<file path="src/rtl/ifetch_arbiter.sv">
// Round-robin arbiter sharing one synchronous instruction memory between N_CORES cores.
// Grants one fetch per cycle, routes the returned word back one cycle later, tracks endop.
module ifetch_arbiter #(
    parameter int N_CORES = 4,
    parameter int ADDR_W  = 12,
    parameter int INSTR_W = 17,
    parameter int OPC_W   = 5,
    parameter logic [OPC_W-1:0] ENDOP_OPC = 5'd31
) (
    input  logic                        clk,
    input  logic                        rst_n,
    input  logic                        i_start,
    input  logic [N_CORES-1:0]          i_core_req,
    input  logic [N_CORES*ADDR_W-1:0]   i_core_addr,
    output logic [N_CORES-1:0]          o_core_gnt,
    output logic [N_CORES-1:0]          o_core_instr_valid,
    output logic [INSTR_W-1:0]          o_core_instr,
    output logic [ADDR_W-1:0]           o_mem_addr,
    input  logic [INSTR_W-1:0]          i_mem_instr,
    output logic [N_CORES-1:0]          o_core_done,
    output logic                        o_all_done
);

    localparam int PTR_W = $clog2(N_CORES);

    logic [PTR_W-1:0]   r_rr_ptr;
    logic [N_CORES-1:0] r_inflight;
    logic [N_CORES-1:0] r_core_done;

    logic [N_CORES-1:0] w_elig;
    logic [N_CORES-1:0] w_gnt;
    logic [PTR_W-1:0]   w_gnt_idx;
    logic               w_any;
    logic               w_endop;

    assign w_elig = i_core_req & ~r_core_done;

    // Scan from the pointer with wrap-around; first eligible core wins.
    always_comb begin
        int idx;
        w_gnt     = '0;
        w_gnt_idx = '0;
        w_any     = 1'b0;
        idx       = 0;
        for (int k = 0; k < N_CORES; k++) begin
            idx = int'(r_rr_ptr) + k;
            if (idx >= N_CORES) idx = idx - N_CORES;
            if (!w_any && w_elig[idx]) begin
                w_any      = 1'b1;
                w_gnt[idx] = 1'b1;
                w_gnt_idx  = idx[PTR_W-1:0];
            end
        end
    end

    assign o_core_gnt = w_gnt;
    assign o_mem_addr = w_any ? i_core_addr[int'(w_gnt_idx)*ADDR_W +: ADDR_W] : '0;

    assign w_endop = (|r_inflight) && (i_mem_instr[INSTR_W-1 -: OPC_W] == ENDOP_OPC);

    always_ff @(posedge clk or negedge rst_n) begin
        if (!rst_n) begin
            r_rr_ptr    <= '0;
            r_inflight  <= '0;
            r_core_done <= '0;
        end else begin
            r_inflight <= w_gnt;
            // start wins over both the pointer advance and a same-cycle endop
            if (i_start) begin
                r_rr_ptr    <= '0;
                r_core_done <= '0;
            end else begin
                if (w_any) begin
                    r_rr_ptr <= (w_gnt_idx == PTR_W'(N_CORES - 1)) ? '0 : w_gnt_idx + 1'b1;
                end
                if (w_endop) begin
                    r_core_done <= r_core_done | r_inflight;
                end
            end
        end
    end

    assign o_core_instr_valid = r_inflight;
    assign o_core_instr       = (|r_inflight) ? i_mem_instr : '0;
    assign o_core_done        = r_core_done;
    assign o_all_done         = &r_core_done;

endmodule

</file>
<file path="config.mk">
export PLATFORM = sky130hd
export DESIGN_NAME = ifetch_arbiter
export DESIGN_NICKNAME = d
export VERILOG_FILES = /design/src/rtl/ifetch_arbiter.sv
export SDC_FILE = /design/constraint.sdc
export NUM_CORES = 1
export LEC_CHECK = 0
export CAP_MARGIN = 20
export CORE_ASPECT_RATIO = 1.25
export CORE_MARGIN = 2
export CORE_UTILIZATION = 38
export DETAILED_ROUTE_END_ITERATION = 12
export PLACE_DENSITY = 0.87
export SYNTH_ARGS = -nofsm -noshare
export SYNTH_HDL_FRONTEND = slang
export SYNTH_SLANG_ARGS = --single-unit
</file>
<file path="constraint.sdc">
create_clock -name clk -period 12.7 [get_ports clk]
set_input_delay 3.81 -clock clk [delete_from_list [all_inputs] [get_ports clk]]
set_output_delay 3.81 -clock clk [all_outputs]
set_load 0.01 [all_outputs]
</file>
**Yosys cells after proc, flatten, opt, wreduce, memory -nomap -nowiden**

Index checks and enable logic that the tools add are counted.

- Input bits: 72
- Output and inout port bits: 42
- Logic and storage cells: 91
- Flip-flop bits (word level): 10

- $add $sub $neg: 8
- Bitwise operators: 6
- Order comparisons: 12
- Eq/ne operators: 2
- Reduce and logical (&&, ||, !) cells: 15
- Mux-type cells: 43
- Shifts and indexed selects: 1
- $mul: 1

Operators by type and width:

| operator | number |
|---|---|
| $ge 32x1->1 const B | 4 |
| $lt 32x4->1 const B | 4 |
| $mux 32 | 4 |
| $shiftx 48x7->12 | 1 |
| $mux 4 | 6 |
| $mux 17 | 1 |
| $mux 1 | 16 |
| $or 4x4->4 | 4 |
| $mux 2 | 7 |
| $mux 12 | 1 |
| $sub 3x3->4 const B | 3 |
| $ge 3x3->1 const B | 3 |
| $bmux 1 s2 | 4 |
| $demux 1 s2 | 4 |
| $logic_and 1x1->1 | 8 |
| $add 2x2->3 const B | 2 |
| $eq 5x5->1 const B | 1 |
| $and 4x4->4 | 1 |
| $mul 2x2->4 const B | 1 |
| $not 4->4 | 1 |
| $reduce_and 4->1 | 1 |
| $reduce_bool 2->1 | 2 |
| $reduce_or 4->1 | 1 |
| $sub 2x3->4 const B | 1 |
| 5 further kinds | 7 |

**Longest topological paths before layout**

- Depth in word-level cells: 19
- Depth in mapped cells: 10
- Gate-level depth less buffers: 7

**Worst setup path after synthesis**

OpenSTA, ideal clock, no wires.

- Path kind: input to output
- Start: input port i_core_req[0]
- End: output port o_mem_addr[1]
- Slack: 3259 ps
- Stages: 8
- Data required time: 8890 ps
- Arrival: 5631 ps
- Buffers on the path: 2
- Path through: or3b_4 > a2111o_1 > a21boi_4 > or3_1 > buf_6 > buf_6 > a221oi_1 > a211oi_1

- Cells in the longest elaborated chain, start to end: 17
- Elaborated cells on any way between the ends: 30
- Those cells by class: 1 x mul; 1 x shift; 21 x mux; 1 x bitwise; 6 x reduce/logical

Ends and longest elaborated chain:

| what | RTL line | text |
|---|---|---|
| start, declared | 13 | `input logic [N_CORES-1:0] i_core_req,` |
| $and 4x4->4 * | 36 | `assign w_elig = i_core_req & ~r_core_done;` |
| $bmux 1 s2 | 48 | `if (!w_any && w_elig[idx]) begin` |
| $mux 1 (not written as such) (2 in a row) | 48 |  |
| $mux 1 | 48 |  |
| $logic_not 1->1 | 48 |  |
| $logic_and 1x1->1 | 48 |  |
| $mux 1 | 48 |  |
| $logic_not 1->1 | 48 |  |
| $logic_and 1x1->1 | 48 |  |
| $mux 1 | 48 |  |
| $logic_not 1->1 | 48 |  |
| $logic_and 1x1->1 | 48 |  |
| $mux 2 | 48 |  |
| $mul 2x2->4 | 57 | `assign o_mem_addr = w_any ? i_core_addr[int'(w_gnt_idx)*ADDR_W +: ADDR_W] : '0;` |
| $shiftx 48x7->12 | 57 |  |
| $mux 12 * | 57 |  |
| end, declared | 18 | `output logic [ADDR_W-1:0] o_mem_addr,` |

Every way passes the cells marked *; elsewhere a longest branch is shown, timed or not. The select of a mux whose other input is x is not followed.

**Worst setup path after layout**

Same ends and word-level chain as after synthesis.

==> results_dict.tcl <==
set metrics [dict create \
    critPathMaxFanout 15 \
    clk_pin_slew_worst_paths_ns 0.05 \
    root_buffer "clkbuf_8" \
    yosys.area_share.simple_pct 25.2 \
    hold_buffers 0 \
    yosys.area.top_type "dfrtp_1" \
    tritoncts "yes" \
    status "finished clean" \
    grt_max_degree 19 \
    holdCritPathClass "flop to flop" \
    core_region_area_um2 4070 \
    synth_fa_ha_area_share_pct 6.27 \
    cts_buffer_depth 2 \
    synth_compound_area_share_pct 35.5 \
    cellLeakagePower_nw 1.04 \
    drv_cap 0 \
    vias 1770 \
    synth-main-ff-cell "dfrtp_1" \
    yosys-top-cells-area "dfrtp_1 16%, a221oi_2 8.5%, a211oi_2 7.8%" \
    final_common_cell "clkdlybuf4s50_1" \
    route.detailed.drc 0 \
    synth_edf_count 0 \
    layout-drive-gt1-share_pct 16.2 \
    antennaDiodeCount 0 \
    dp_hpwl_um 4400 \
    p_sw_mw 0.277 \
    synth_warnings 0 \
    drt-initial-drc-count 82 \
    pwr-share-seq_pct 8.9 \
    antenna_found_initial 0 \
    critical_path.endpoint_type "output port" \
    ant_nets 0 \
    setup_viol 0 \
    worst_slew_pin_slew_ns 0.707 \
    worstPathRequired_ns 8.89 \
    slew_violations 0 \
    insertion_delay_ns 0.24 \
    start_kind "input pin" \
    async_flop_share_pct 100 \
    whs_path_depth 2 \
    cts_buffers 3 \
    fin_ws_ns 1.86 \
    synthMuxAreaShare_pct 10.4 \
    io_buffers 113 \
    fillerInstances 320 \
    swShare_pct 44.6 \
    post_drt_wl_per_cell_um 16.2 \
    seqCellArea_um2 250 \
    wl_um 5320 \
    synth.distinct_cells 47 \
    fp-row-count 26 \
    die_area_um2 4740 \
    fin_worst_skew_ns 0.00180 \
    start_util_pct 39.2 \
    fin_crit_ns 10.84 \
    r2r_slack_ns 9.22 \
    fmax_mhz 92.2 \
    timing.rr.end "r_rr_ptr[1]" \
    pwr_density_cell_nw_per_um2 223 \
    worstPathArrival_ns 7.03 \
    gp_congestion 0.871 \
    cts_setup_buffers 0 \
    nNetsFinal 353 \
    reg2reg_depth 7 \
    grt_first_pass_wirelength_um 8240 \
    crit_type "input pin to output port" \
    intPower_mw 0.345 \
    ir_drop_mv 0.140 \
    rsz0062_at_grt "false" \
    clkPwrFrac_pct 6.4 \
    synth_cells 164 \
    finalSetupTns_ns 0 \
    synth_top_area_share_pct 15.7 \
    die_w_um 62.0 \
    syn_avg_cell_area_um2 9.73 \
    ys_ff_latch 10 \
    period_share_pct 85.4 \
    holdPathEnd "o_core_done[0]" \
    power_mw 0.622 \
    die_h_um 76.4 \
    synthToLayoutAreaGrowth_pct 74.8 \
    gr-total-overflow 0 \
    dp_slack_ns 1.60 \
    grtUsageTotal_pct 22.4 \
    io_pins 114 \
    first_pass_iters 4 \
    grt_pass1_vias 1783 \
    synth_top_family_by_area "compound AO/OA/AOI/OAI gates" \
    synth_area_um2 1600 \
    comb_power_share_pct 84.6 \
    hp-start "o_core_instr_valid[0]" \
    syn-num-nets 244 \
    via_per_inst 5.40 \
    synth_xor_area_share_pct 0 \
    maxSlewHeadroom_pct 52.9 \
    post_cts_resized 0 \
    r2r_start "r_rr_ptr[0]" \
    synth-seq-area-share_pct 15.7 \
    finalHoldViolations 0 \
    clock_sinks 10 \
    htree_levels 1 \
    final_cell_mix "113 x clkdlybuf4s50_1, 17 x nor2b_1, 12 x mux2i_1, 12 x a21boi_0" \
    multiInputGateArea_um2 1240 \
]
-- layer usage --
metal / routed length [um] / vias to the layer above / track usage (%)
li1: - / 860 / -
met1: 1890 / 815 / 25.2
met2: 2920 / 84 / 40.3
met3: 385 / 11 / 3.06
met4: 123 / 0 / 8.09
met5: 0 / - / 0
-- how the worst max path moves through the flow --
stage	slack [ns]	cells past startpoint	to	start
floorplan	3.26	8	o_mem_addr[1]	i_core_req[0]
global placement	1.69	9	o_mem_addr[6]	i_core_req[0]
detailed placement	1.60	9	o_mem_addr[6]	i_core_req[0]
CTS	1.58	9	o_mem_addr[6]	i_core_req[0]
global route	1.68	8	o_mem_addr[0]	i_core_req[0]
finish	1.86	8	o_mem_addr[1]	i_core_req[0]
-- layout make-up --
cell class / instances / area share, %
inverters: 2 / 0.269
flip-flops and latches: 10 / 8.97
clock buffers: 4 / 1.97
well taps: 56 / 2.51
multi-input cells: 139 / 44.6
repair buffers: 117 / 41.6
-- synth_stat cells, types with 2 or more instances --
| cell | n |
|---|---|
| a211oi_1 | 4 |
| dfrtp_1 | 10 |
| nor3_1 | 3 |
| and2b_1 | 2 |
| inv_1 | 2 |
| a221oi_1 | 3 |
| a21boi_0 | 12 |
| nor2_1 | 5 |
| nand2_1 | 9 |
| nor3b_1 | 2 |
| buf_6 | 7 |
| a222oi_1 | 4 |
| or3_1 | 2 |
| ha_1 | 8 |
| clkbuf_1 | 4 |
| mux4_2 | 2 |
| a221oi_2 | 9 |
| buf_2 | 2 |
| nor2b_1 | 17 |
| o21ai_0 | 2 |
| mux2i_1 | 12 |
| nand2b_4 | 2 |
| nand2b_1 | 3 |
| a21oi_1 | 6 |
| a211oi_2 | 10 |
-- logic make-up (layout without fill, tap and decap cells) --
logic type | count (synthesis) | in the layout
buffers and inverters | 15 | 123
DFF | 10 | 10
muxes | 14 | 14
AOI/OAI and AO/OA | 56 | 56
adders and majority gates | 8 | 8
and+or+nand+nor | 61 | 61
-- critical path, stage by stage --
cell and delay [ns]:
clkdlybuf4s50_1 0.50, nor2b_2 0.25, mux4_2 0.34, nor2_1 0.11, or4b_1 0.82, and2_4 0.38, a211oi_1 0.22, clkdlybuf4s50_1 0.59
-- registers in the layout, summed over array words and instances (netlist names) --
signal              count
r_rr_ptr                2
o_core_done             4
o_core_instr_valid      4
-- power groups by stage --
stage | sequential [mW] | clock (mW) | combinational (mW)
after floorplan | 0.0507 | 0 | 0.340
after global placement | 0.0556 | 0 | 0.518
after detailed placement | 0.0561 | 0 | 0.522
after CTS | 0.0559 | 0.0408 | 0.525
after global routing | 0.0575 | 0.0418 | 0.564
final | 0.0555 | 0.0400 | 0.527
-- per-stage QoR --
stage	hold slack [ns]	area [um^2]	cells	util [%]
2_1_floorplan	0.572	1600	164	-
3_3_place_gp	0.548	2730	323	67.0
3_5_place_dp	0.557	2730	323	67.0
4_1_cts	0.570	2780	327	68.4
5_1_grt	0.615	2790	328	68.6
6_report	0.568	2790	328	68.6
Note: power is estimated with default switching activity, not from simulation.
==> RTL edit 1 (same flow settings) <==
Set the parameter `N_CORES` to 8 (it was 4).
--- a/src/rtl/ifetch_arbiter.sv
+++ b/src/rtl/ifetch_arbiter.sv
@@ -1,7 +1,7 @@
 // Round-robin arbiter sharing one synchronous instruction memory between N_CORES cores.
 // Grants one fetch per cycle, routes the returned word back one cycle later, tracks endop.
 module ifetch_arbiter #(
-    parameter int N_CORES = 4,
+    parameter int N_CORES = 8,
     parameter int ADDR_W  = 12,
     parameter int INSTR_W = 17,
     parameter int OPC_W   = 5,
Ports: changed (5 resized); port bits go from 114 to 178. No check against the original RTL was run, so the function may have changed too.
==> RTL edit 1 against the unedited design <==
Worst setup slack worse by 1.1 ns. Die area rose by 140%. Sequential power grew 77%. Fmax decreased by 8.9%. Global-route usage rose by 2.9 points. Area after synthesis grew to 2.5 times the old value. Wire length rose to 2.8 times the old value. Total power rose to 3.4 times the old value. Critical endpoint is now o_mem_addr[4]. Sequential cell count increased by 9. Final area grew 110%.
==> RTL edit 1: results (changes against the unedited design) <==
num_antenna_cells: 0  # unchanged
grt_util_all_layers_pct: 25.3  # +2.9 points
place_area_sq_mm: 0.00581  # +110%
dp_hpwl_microns: 11600  # +160%
first_pass_iters: 8  # +4
syn-num-nets: 695  # +180%
drt-total-wl_microns: 15000  # +180%
dp_cells: 835  # +160%
gp_congestion: 0.996  # +14%
met1_length_microns: 5720  # +200%
status: "finished clean"
numPortBuffers: 177  # +57%
critPathTopFamily: "compound AO/OA/AOI/OAI gates"
grt_pass1_wl_microns: 23300  # +180%
grt_pass1_vias: 4770  # +170%
drtIter0Drc: 328  # +300%
synth_area_leaders: "dfrtp_1 12%, mux2i_1 9.6%, nor2_1 9.4%"
via_per_inst: 6.00  # +11%
power.leakage_nw: 2.44  # +130%
met3WireLength_microns: 971  # +150%
met2_usage_pct: 45.7  # +5.4 points
drive_gt1_share_pct: 5.93  # -10 points
slowest_stage: "o31ai_4"
use_met1_pct: 29.4  # +4.3 points
htreeDepth: 1  # unchanged
post_synth_num_cell_types: 56  # +19%
num-fill-cells: 961  # +200%
fin_skew_ns: 0.00331  # +0.00151 ns
ys_warn_count: 0  # unchanged
synthTopCellsByCount: "101 x nor2_1, 63 x nand2_1, 47 x a21oi_1"
synthArstFlopShare_pct: 100  # unchanged
syn-cell-area_sq_mm: 0.00405  # +150%
cts_root_buf: "clkbuf_16"
dr_wl_met2_microns: 7720  # +160%
fin_cells: 840  # +160%
tightest_slew_ns: 0.994  # +0.287 ns
syn_inst: 562  # +240%
met3_usage_pct: 3.35  # +0.30 points
grt_max_degree: 85  # +66
crit_fanout: 39  # +24
synth_seq_area_share_pct: 11.7  # -3.9 points
max-vdd-ir-drop_mv: 0.319  # +130%
RTL edit 1: per-stage QoR:
stage	power [mW]	setup slack, ns
after floorplan	1.41	2.64
after global placement	1.94	0.786
after detailed placement	1.98	0.716
after CTS	2.06	0.693
after global routing	2.25	0.561
final	2.10	0.798
RTL edit 1: final cells by class:
| class | count | area, sq um | share of cell area [%] |
|---|---|---|---|
| clock buffers | 3 | 75.1 | 1.27 |
| clock inverters | 1 | 5.00 | 0.0846 |
| inverters | 10 | 40.0 | 0.677 |
| multi-input cells | 490 | 3300 | 55.7 |
| flip-flops and latches | 19 | 475 | 8.04 |
| well taps | 132 | 165 | 2.79 |
| repair buffers | 185 | 1860 | 31.4 |
RTL edit 1: cell families after synthesis:
logic type / after synthesis / synth area share, %
buffers and inverters: 53 / 7.48
AND/OR/NAND/NOR: 229 / 25.5
AO/OA/AOI/OAI: 191 / 33.0
multiplexers: 55 / 18.0
XOR/XNOR: 6 / 1.48
adder cells (fa/ha/maj): 9 / 2.78
flip-flops: 19 / 11.7
RTL edit 1: worst paths after layout:
path / from / end / slack (ns) / cells after the start
worst min-delay path: o_core_instr_valid[3] / o_core_done[3] / 0.54 / 2
worst max-delay path: i_core_req[6] / o_mem_addr[4] / 0.80 / 12
worst min register to register: o_core_instr_valid[3] / o_core_done[3] / 0.54 / 2
worst max register to register: r_rr_ptr[2] / r_rr_ptr[2] / 8.22 / 13
min in group asynchronous: rst_n / o_core_instr_valid[4] / 4.04 / 1
max in group asynchronous: rst_n / o_core_done[2] / 8.15 / 1
RTL edit 1: report_power, final:
part	switching, mW	total [mW]	internal (mW)	leakage [nW]
logic	1.08	1.93	0.856	2.15
registers	0.0209	0.0981	0.0773	0.253
clock network	0.0221	0.0643	0.0422	0.0409
total	1.12	2.10	0.975	2.44
==> RTL edit 2 (config.mk and constraints unchanged) <==
Without the edit above. Make the reset (`rst_n`) synchronous in one clocked block.
--- a/src/rtl/ifetch_arbiter.sv
+++ b/src/rtl/ifetch_arbiter.sv
@@ -58,7 +58,7 @@
 
     assign w_endop = (|r_inflight) && (i_mem_instr[INSTR_W-1 -: OPC_W] == ENDOP_OPC);
 
-    always_ff @(posedge clk or negedge rst_n) begin
+    always_ff @(posedge clk) begin
         if (!rst_n) begin
             r_rr_ptr    <= '0;
             r_inflight  <= '0;
Behaviour: differs if rst_n is asserted again (counterexample within 4 cycles, from zero or initial values and one cycle with rst_n low); with rst_n held inactive, the same outputs for 10 cycles.
==> RTL edit 2 against the unedited design <==
Sequential share of layout area shrank 2.4 points. Area after synthesis increased by 18%. Sequential cell count unchanged. Final area rose by 9.8%. Count of clock-buffer cells in the layout down 1. Wire length is 37% higher. Via count is 48% higher. Worst setup slack got worse by 0.14 ns. Critical endpoint is now o_mem_addr[7].
Power is not compared: it rests on default switching activity, and its combinational part moved more than twofold at a synthesized area within 25%.
==> RTL edit 2: results (changes against the unedited design) <==
synth_fa_ha_area_share_pct: 5.31  # -0.97 points
dp_hpwl_microns: 5470  # +24%
wire_per_inst_microns: 17.2  # +6.1%
synth_compound_gate_area_share_pct: 43.3  # +7.7 points
via_per_inst: 6.16  # +14%
synthArstFlopShare_pct: 0  # -100 points
min_delay_path_depth: 2  # unchanged
multi_input_cells: 208  # +50%
regArea_sq_um: 201  # -20%
worstReg2RegStart: "r_rr_ptr[1]"
buffer_area_share_pct: 37.9  # -3.7 points
grt_max_degree: 68  # +49
startpoint: "i_core_req[3]"
ys.flop_type: "dfxtp_1"
met2_usage_pct: 45.4  # +5.1 points
cts_root_buf: "clkbuf_8"
holdWs_ns: 0.546  # -0.0221 ns
drive_gt1_share_pct: 6.87  # -9.3 points
gp_congestion: 0.955  # +9.6%
synthTopCellsByCount: "26 x inv_1, 24 x nor2_1, 24 x o221ai_1"
grt_util_all_layers_pct: 24.9  # +2.5 points
clk_share_pct: 1.35  # -0.63 points
nClkBuffers: 3  # -1
crit_fanout: 26  # +11
worst_path_largest_cell_delay_ns: 0.58  # -0.24 ns
min-delay-start: "o_core_instr_valid[0]"
r2r_setup_slack_ns: 9.37  # +0.15 ns
tightest_slew_ns: 1.11  # +0.403 ns
synth_seq_area_share_pct: 10.6  # -5.1 points
met3_usage_pct: 5.69  # +2.6 points
synth_area_leaders: "o221ai_1 11%, dfxtp_1 11%, o221a_2 7.2%"
fin_skew_ns: 0.00245  # +0.000645 ns
status: "finished clean"
grt_pass1_vias: 2392  # +34%
pre_cts_ws_ns: 1.75  # +0.151 ns
grt_pass1_wl_microns: 11000  # +33%
slowest_stage: "or2_1"
use_met1_pct: 28.4  # +3.2 points
place_area_sq_mm: 0.00302  # +11%
drt-total-wl_microns: 7290  # +37%
synthToLayoutAreaGrowth_pct: 62.4
synth.avg_cell_area_sq_um: 7.06  # -27%
first_pass_iters: 6  # +2
final_nets: 446  # +26%
nNonClkInverters: 26  # +24
syn-num-nets: 347  # +42%
min_to: "o_core_done[0]"
worstReg2RegEnd: "r_rr_ptr[1]"
multi_input_area_sq_mm: 0.00149  # +19%
setup_ws_ns: 1.71  # -0.142 ns
synthMuxAreaShare_pct: 4.11  # -6.2 points
crit_arrival_ns: 7.18  # +0.15 ns
dp_cells: 421  # +30%
RTL edit 2: worst max-delay path by stage:
stage                     to
2_1_floorplan  o_mem_addr[1]
3_3_place_gp   o_mem_addr[5]
3_5_place_dp   o_mem_addr[8]
4_1_cts        o_mem_addr[8]
5_1_grt        o_mem_addr[6]
6_report       o_mem_addr[7]
RTL edit 2: layer usage:
layer / vias to the layer above / routed length [microns] / share of wire, %
li1: 1236 / - / -
met1: 1179 / 2770 / 38
met2: 177 / 3500 / 48
met3: 21 / 854 / 12
met4: 0 / 161 / 2.2
met5: - / 0 / 0
RTL edit 2: power by group:
| group | internal, mW | leakage (nW) | switching [mW] |
|---|---|---|---|
| sequential | 0.0335 | 0.0818 | 0.00244 |
| combinational | 0.0960 | 1.05 | 0.0871 |
| clock | 0.0206 | 0.0216 | 0.0111 |
RTL edit 2: critical path, delay by kind of cell:
family,cells,cell delay [ns]
AO/OA/AOI/OAI,2,0.63
buffers and inverters,2,1.00
multiplexers,1,0.56
AND/OR/NAND/NOR,3,1.17
